<file path="src/rtl/spi_accel_responder.sv">
// SPI mode-3 responder modelling the accelerometer end of the SPI link.
// Frames are a command byte {rw, mb, addr[5:0]} followed by data bytes,
// served from a 64x8 register bank. Host-side X/Y/Z samples land in
// 0x32..0x37 and raise DATA_READY (INT_SOURCE bit 7).
// Ports:
//   clk, reset            system clock (>= 8x SPI_CLK), synchronous active-high reset
//   sample_valid, sample_x/y/z  host sample strobe and 16-bit samples
//   SPI_CLK, SPI_CSN, SPI_SDI   asynchronous SPI inputs from the master
//   SPI_SDO               read data to the master (driven low when not reading)
//   interrupt             {INT2, INT1}, DATA_READY routed by INT_MAP bit 7
//   wr_strobe, wr_addr, wr_data  one-cycle notification of a committed write
module spi_accel_responder #(
  parameter logic [7:0]  DEVID       = 8'hE5,
  parameter int unsigned SYNC_STAGES = 2
) (
  input  logic        clk,
  input  logic        reset,
  input  logic        sample_valid,
  input  logic [15:0] sample_x,
  input  logic [15:0] sample_y,
  input  logic [15:0] sample_z,
  input  logic        SPI_CLK,
  input  logic        SPI_CSN,
  input  logic        SPI_SDI,
  output logic        SPI_SDO,
  output logic [1:0]  interrupt,
  output logic        wr_strobe,
  output logic [5:0]  wr_addr,
  output logic [7:0]  wr_data
);

  localparam int unsigned NUM_REGS  = 64;
  localparam logic [5:0] ADDR_RATE    = 6'h2C;
  localparam logic [5:0] ADDR_INT_EN  = 6'h2E;
  localparam logic [5:0] ADDR_INT_MAP = 6'h2F;
  localparam logic [5:0] ADDR_INT_SRC = 6'h30;

  typedef enum logic [1:0] {IDLE, CMD, DATA} state_t;

  state_t state, state_nxt;

  logic [SYNC_STAGES-1:0] sclk_sync, csn_sync, sdi_sync;
  logic sclk_s, csn_s, sdi_s, sclk_d, csn_d;
  logic sclk_rise, sclk_fall, csn_fall, csn_rise;

  logic [2:0]  bit_cnt;
  logic [7:0]  rx, tx, rx_byte;
  logic        rw, mb, byte_done;
  logic [5:0]  addr, addr_next;
  logic [7:0]  regs [NUM_REGS];

  logic        pend_valid;
  logic [15:0] pend_x, pend_y, pend_z;
  logic        data_ready_irq;

  function automatic logic is_read_only(input logic [5:0] a);
    return (a == 6'h00) || (a == ADDR_INT_SRC) || (a >= 6'h32 && a <= 6'h37);
  endfunction

  // Synchronizers and edge-history flops; left unreset so a reset with CSN held
  // low cannot manufacture a CSN falling edge.
  always_ff @(posedge clk) begin
    sclk_sync <= {sclk_sync[SYNC_STAGES-2:0], SPI_CLK};
    csn_sync  <= {csn_sync[SYNC_STAGES-2:0], SPI_CSN};
    sdi_sync  <= {sdi_sync[SYNC_STAGES-2:0], SPI_SDI};
    sclk_d    <= sclk_s;
    csn_d     <= csn_s;
  end

  assign sclk_s    = sclk_sync[SYNC_STAGES-1];
  assign csn_s     = csn_sync[SYNC_STAGES-1];
  assign sdi_s     = sdi_sync[SYNC_STAGES-1];
  assign sclk_rise = sclk_s & ~sclk_d;
  assign sclk_fall = ~sclk_s & sclk_d;
  assign csn_fall  = ~csn_s & csn_d;
  assign csn_rise  = csn_s & ~csn_d;

  assign rx_byte   = {rx[6:0], sdi_s};
  assign byte_done = sclk_rise & (bit_cnt == 3'd7) & ~csn_rise;
  assign addr_next = mb ? addr + 6'd1 : addr;
  assign data_ready_irq = regs[ADDR_INT_SRC][7] & regs[ADDR_INT_EN][7];

  // State register
  always_ff @(posedge clk) begin
    if (reset) state <= IDLE;
    else       state <= state_nxt;
  end

  // Next-state logic; CSN deassertion aborts from any state
  always_comb begin
    state_nxt = state;
    case (state)
      IDLE:    if (csn_fall) state_nxt = CMD;
      CMD:     if (byte_done) state_nxt = DATA;
      DATA:    state_nxt = DATA;
      default: state_nxt = IDLE;
    endcase
    if (csn_rise) state_nxt = IDLE;
  end

  // Shift datapath, register bank, sample loading and outputs
  always_ff @(posedge clk) begin
    if (reset) begin
      bit_cnt    <= '0;
      rx         <= '0;
      tx         <= '0;
      rw         <= 1'b0;
      mb         <= 1'b0;
      addr       <= '0;
      SPI_SDO    <= 1'b0;
      interrupt  <= '0;
      wr_strobe  <= 1'b0;
      wr_addr    <= '0;
      wr_data    <= '0;
      pend_valid <= 1'b0;
      pend_x     <= '0;
      pend_y     <= '0;
      pend_z     <= '0;
      for (int unsigned i = 0; i < NUM_REGS; i++) regs[i] <= '0;
      regs[0]         <= DEVID;
      regs[ADDR_RATE] <= 8'h0A;
    end else begin
      wr_strobe <= 1'b0;
      interrupt <= regs[ADDR_INT_MAP][7] ? {data_ready_irq, 1'b0} : {1'b0, data_ready_irq};

      case (state)
        IDLE: begin
          if (csn_fall) begin
            bit_cnt <= '0;
            rx      <= '0;
          end
        end
        CMD: begin
          if (sclk_rise) begin
            bit_cnt <= bit_cnt + 3'd1;
            rx      <= rx_byte;
          end
          if (byte_done) begin
            rw   <= rx_byte[7];
            mb   <= rx_byte[6];
            addr <= rx_byte[5:0];
            tx   <= regs[rx_byte[5:0]];
          end
        end
        DATA: begin
          if (sclk_fall && rw) begin
            SPI_SDO <= tx[7];
            tx      <= {tx[6:0], 1'b0};
          end
          if (sclk_rise) begin
            bit_cnt <= bit_cnt + 3'd1;
            rx      <= rx_byte;
          end
          if (byte_done) begin
            if (!rw && !is_read_only(addr)) begin
              regs[addr] <= rx_byte;
              wr_strobe  <= 1'b1;
              wr_addr    <= addr;
              wr_data    <= rx_byte;
            end
            if (rw && addr == ADDR_INT_SRC) regs[ADDR_INT_SRC] <= 8'h00;
            addr <= addr_next;
            if (rw) tx <= regs[addr_next];
          end
        end
        default: ;
      endcase

      if (state != DATA || !rw || csn_rise) SPI_SDO <= 1'b0;

      // Samples only land while idle; a transfer sees one consistent sample.
      // Placed last so a DATA_READY set beats a same-cycle clear.
      if (state == IDLE) begin
        if (sample_valid || pend_valid) begin
          regs[6'h32] <= sample_valid ? sample_x[7:0]  : pend_x[7:0];
          regs[6'h33] <= sample_valid ? sample_x[15:8] : pend_x[15:8];
          regs[6'h34] <= sample_valid ? sample_y[7:0]  : pend_y[7:0];
          regs[6'h35] <= sample_valid ? sample_y[15:8] : pend_y[15:8];
          regs[6'h36] <= sample_valid ? sample_z[7:0]  : pend_z[7:0];
          regs[6'h37] <= sample_valid ? sample_z[15:8] : pend_z[15:8];
          regs[ADDR_INT_SRC] <= 8'h80;
        end
        pend_valid <= 1'b0;
      end else if (sample_valid) begin
        pend_valid <= 1'b1;
        pend_x     <= sample_x;
        pend_y     <= sample_y;
        pend_z     <= sample_z;
      end
    end
  end

endmodule

</file>
<file path="config.mk">
export PLATFORM = sky130hd
export DESIGN_NAME = spi_accel_responder
export DESIGN_NICKNAME = d
export VERILOG_FILES = /design/src/rtl/spi_accel_responder.sv
export SDC_FILE = /design/constraint.sdc
export NUM_CORES = 1
export LEC_CHECK = 0
export CAP_MARGIN = 40
export CORE_AREA = 2 2 259 261
export CTS_CLUSTER_SIZE = 30
export DETAILED_ROUTE_END_ITERATION = 10
export DIE_AREA = 0 0 261 263
export GPL_ROUTABILITY_DRIVEN = 0
export HOLD_SLACK_MARGIN = 0.05
export PLACE_DENSITY = 0.68
export SYNTH_ARGS = -nofsm -noshare
export SYNTH_HDL_FRONTEND = slang
export SYNTH_SLANG_ARGS = --single-unit
</file>
<file path="constraint.sdc">
create_clock -name clk -period 3.7 [get_ports clk]
set_clock_uncertainty 0.1 [all_clocks]
set_input_delay 0.555 -clock clk [delete_from_list [all_inputs] [get_ports clk]]
set_output_delay 0.555 -clock clk [all_outputs]
set_load 0.03 [all_outputs]
</file>
==> metrics.md <==
| Metric | Value |
|---|---|
| Status | complete, no violations |
| Post-synthesis sequential area ratio | 0.535 |
| Largest family of logic cells by synthesized area | simple AND/OR/NAND/NOR gates |
| Critical Path Max Stage Delay | 0.77 ns |
| Synth Flop Type | edfxtp_1 |
| Initial DRC count | 3367 |
| Vias in the first global route | 23645 |
| Crit-path cells | buf_4 > nand4_1 > xnor2_1 > nor3_2 > nand4_1 > nand4_1 > o31ai_1 > a211oi_1 |
| GRT Total Usage | 0.297 |
| Avg Inst Size Synth | 11.8 sq um |
| WS Path Type | reg2reg |
| Post-synthesis compound-gate area fraction | 0.0501 |
| Number of cell rows | 94 |
| Mapped Area | 32600 sq um |
| Tcrit/Tclk final | 0.930 |
| Hold slack | 0.224 ns |
| Syn nets | 2826 |
| Ports | 72 |
| Adder-Cell Fraction of Synth Area | 0.00307 |
| Root Buffer | clkbuf_16 |
| Final Max Tran Viols | 0 |
| Int Pwr | 12.4 mW |
| Max VDD drop | 0.000321 V |
| Most frequent cells in the layout | edfxtp_1, and2_1, nand2_1 |
| Tmin final | 3.44 ns |
| Crit. Startpoint | mb$_SDFFE_PP0P_ |
| YS warnings | 0 |
| Share of layout cells above drive strength 1 | 0.169 |
| Remaining antenna violation count | 0 |
| Setup TNS | 0 ns |
| Commonest non-fill, non-tap cell in the layout | edfxtp_1 |
| RSZ-0062 raised after global routing | no |
| Number of synthesized flops with an enable pin | 512 |
| Die Ht | 263 microns |
| Total CTS buffers | 69 |
| Setup violations, final | 0 |
| # Max-Cap Violations | 0 |
| GR Overflow Total | 0 |
| Clk buf depth | 3 |
| Worst setup EP type | flip-flop |
| R2R Path Start | mb$_SDFFE_PP0P_ |
| Ys async rst share | 0 |
| Die Area | 68600 sq um |
| Worst rel slew slack | 0.353 |
| HP Class | in2reg |
| Critical path launch point type | flip-flop |
| Largest net degree at the start of global routing | 67 |
| Switching share of total power | 0.238 |
| DP HPWL | 70900 microns |
| PostCTS Resize Cnt | 0 |
| Initial Utilization | 0.497 |
| CTS H-tree depth | 3 |
| Die width | 261 microns |
| Worst-margin pin slew | 0.967 ns |
| First-pass GRT wire length | 152000 microns |
| DRT Wirelength | 103000 microns |
| 1st-pass router iterations | 6 |
| Detailed-route DRC error count | 0 |
| Crit path max fanout | 11 |
| Crit path required time | 4.14 ns |
| CTS Sinks | 615 |
| Layout area overhead | 14.0% |
| Drt via density | 6.47 |
| Unique masters post-synth | 56 |
| Clock latency on the worst-skew pair | 0.63 ns |
| # hold bufs at CTS | 0 |
| Combinational share of power | 0.069 |
| DR vias | 24211 |
| Clk pin slew, worst setup/hold paths | 0.06 ns |
| Synth area leader | edfxtp_1 |
| Core Box Area | 65600 sq um |
| Critical-path top delay cell | dfxtp_1 |
| XOR/XNOR share of the synthesized area | 0.00315 |
| Pwr dens | 438 nW/um^2 |
| Initial antenna violation count | 5 |
| Fmax | 291 MHz |
| Net Sw Power | 3.88 mW |
| Cell count after synthesis | 2764 |
| Synth top area share | 0.472 |
| Hold Path Origin | reset |
| Crit path DAT | 3.88 ns |
| CTS tree | built |
| Final Hold Viols | 0 |
| Synth top area cells | edfxtp_1, mux4_2, and2_1 |
| Wirelength per Cell | 27.4 microns |
| P_leak | 13.0 nW |
| Yosys reg bits | 615 |
| Post-CTS Setup Bufs | 0 |
| Crit path top cell by count | nand4_1 |
| Nets | 2884 |
| Clock share of power | 0.431 |
| Port buffer count | 71 |
| Mux cell area share after synthesis | 0.169 |
| Simple-gate share of the synthesized area | 0.208 |
| Sequential share of power | 0.499 |
## worst max-delay path: cells and delay by family (launching register included)
kind	cells	cell delay (ns)
simple gates	4	1.61
buf+inv	1	0.26
compound gates	2	0.36
xor+xnor	1	0.25
flops	1	0.77
## cell usage after synthesis, types with 5 or more instances
| library cell | n |
|---|---|
| nand2_1 | 380 |
| mux4_2 | 167 |
| nand3_1 | 105 |
| and2_1 | 458 |
| a211oi_1 | 11 |
| nand4_1 | 54 |
| buf_4 | 16 |
| dfxtp_1 | 103 |
| nor4_1 | 7 |
| a31oi_1 | 8 |
| o2111ai_1 | 5 |
| inv_1 | 7 |
| mux2i_1 | 171 |
| or2_2 | 39 |
| nand2b_1 | 18 |
| edfxtp_1 | 512 |
| nor3_1 | 14 |
| nor2_1 | 165 |
| a22oi_1 | 35 |
| clkbuf_1 | 136 |
| buf_1 | 17 |
| a32oi_1 | 60 |
| nor2b_1 | 19 |
| nand3b_1 | 7 |
| or3_1 | 8 |
| a21oi_1 | 87 |
| o221ai_1 | 7 |
| o31ai_1 | 6 |
| ha_1 | 8 |
| or2_1 | 23 |
| buf_2 | 57 |
## metal layers
metal | wire [microns] | vias up | share of wire | GRT usage
met2 | 48100 | 1614 | 0.47 | 0.467
met5 | 23 | - | 0.00022 | 0
li1 | - | 10241 | - | -
met4 | 5310 | 4 | 0.052 | 0.140
met3 | 11300 | 361 | 0.11 | 0.0718
met1 | 38000 | 11991 | 0.37 | 0.389
## worst paths after layout
path | slack (ns) | cells past startpoint | to
setup / recovery | 0.26 | 8 | tx[2]$_SDFFE_PP0P_
hold / removal | 0.22 | 2 | wr_addr[5]$_SDFFE_PP0P_
setup reg to reg | 0.26 | 8 | tx[2]$_SDFFE_PP0P_
hold reg to reg | 0.23 | 0 | csn_sync[1]$_DFF_P_
## area by class of cell
class	instances	area, sq um
fillers	5374	28500
flip-flops and latches	615	17500
multi-input cells	1913	14200
repair buffers	215	2080
clock buffers	88	1880
well taps	864	1080
clock inverters	38	400
inverters	8	30.0
diodes	3	7.51
## logic make-up (layout without fill, tap and decap cells)
logic type,count (synthesis),after routing
AO/OA/AOI/OAI,237,237
XOR/XNOR,10,10
adder cells (fa/ha/maj),8,8
buffers and inverters,236,349
flip-flops,615,615
multiplexers,341,341
other,0,3
AND/OR/NAND/NOR,1317,1317
## through the flow
stage / worst slack (ns) / power, mW / cell area, sq um / std cells / utilization
6_report: 0.259 / 16.3 / 37100 / 3744 / 0.566
4_1_cts: 0.367 / 16.3 / 37100 / 3740 / 0.566
3_5_place_dp: 0.381 / 9.35 / 34900 / 3614 / 0.531
2_1_floorplan: 0.840 / 8.86 / 32600 / 2764 / -
3_3_place_gp: 0.404 / 9.31 / 34800 / 3613 / 0.531
5_1_grt: 0.145 / 16.7 / 37100 / 3741 / 0.566
## power groups by stage
stage          logic, mW  registers (mW)  clock network, mW
2_1_floorplan      0.764            8.09                  0
3_3_place_gp        1.08            8.23                  0
3_5_place_dp        1.11            8.24                  0
4_1_cts             1.11            8.10               7.06
5_1_grt             1.20            8.13               7.34
6_report            1.13            8.12               7.02
## state kept, by name, summed over array words and instances (netlist names), 3 cells and up
name / cells
wr_addr: 6
bit_cnt: 3
rx: 7
addr: 6
pend_z: 16
wr_data: 8
pend_y: 16
pend_x: 16
regs: 512
tx: 8
Note: power is estimated with default switching activity, not from simulation.
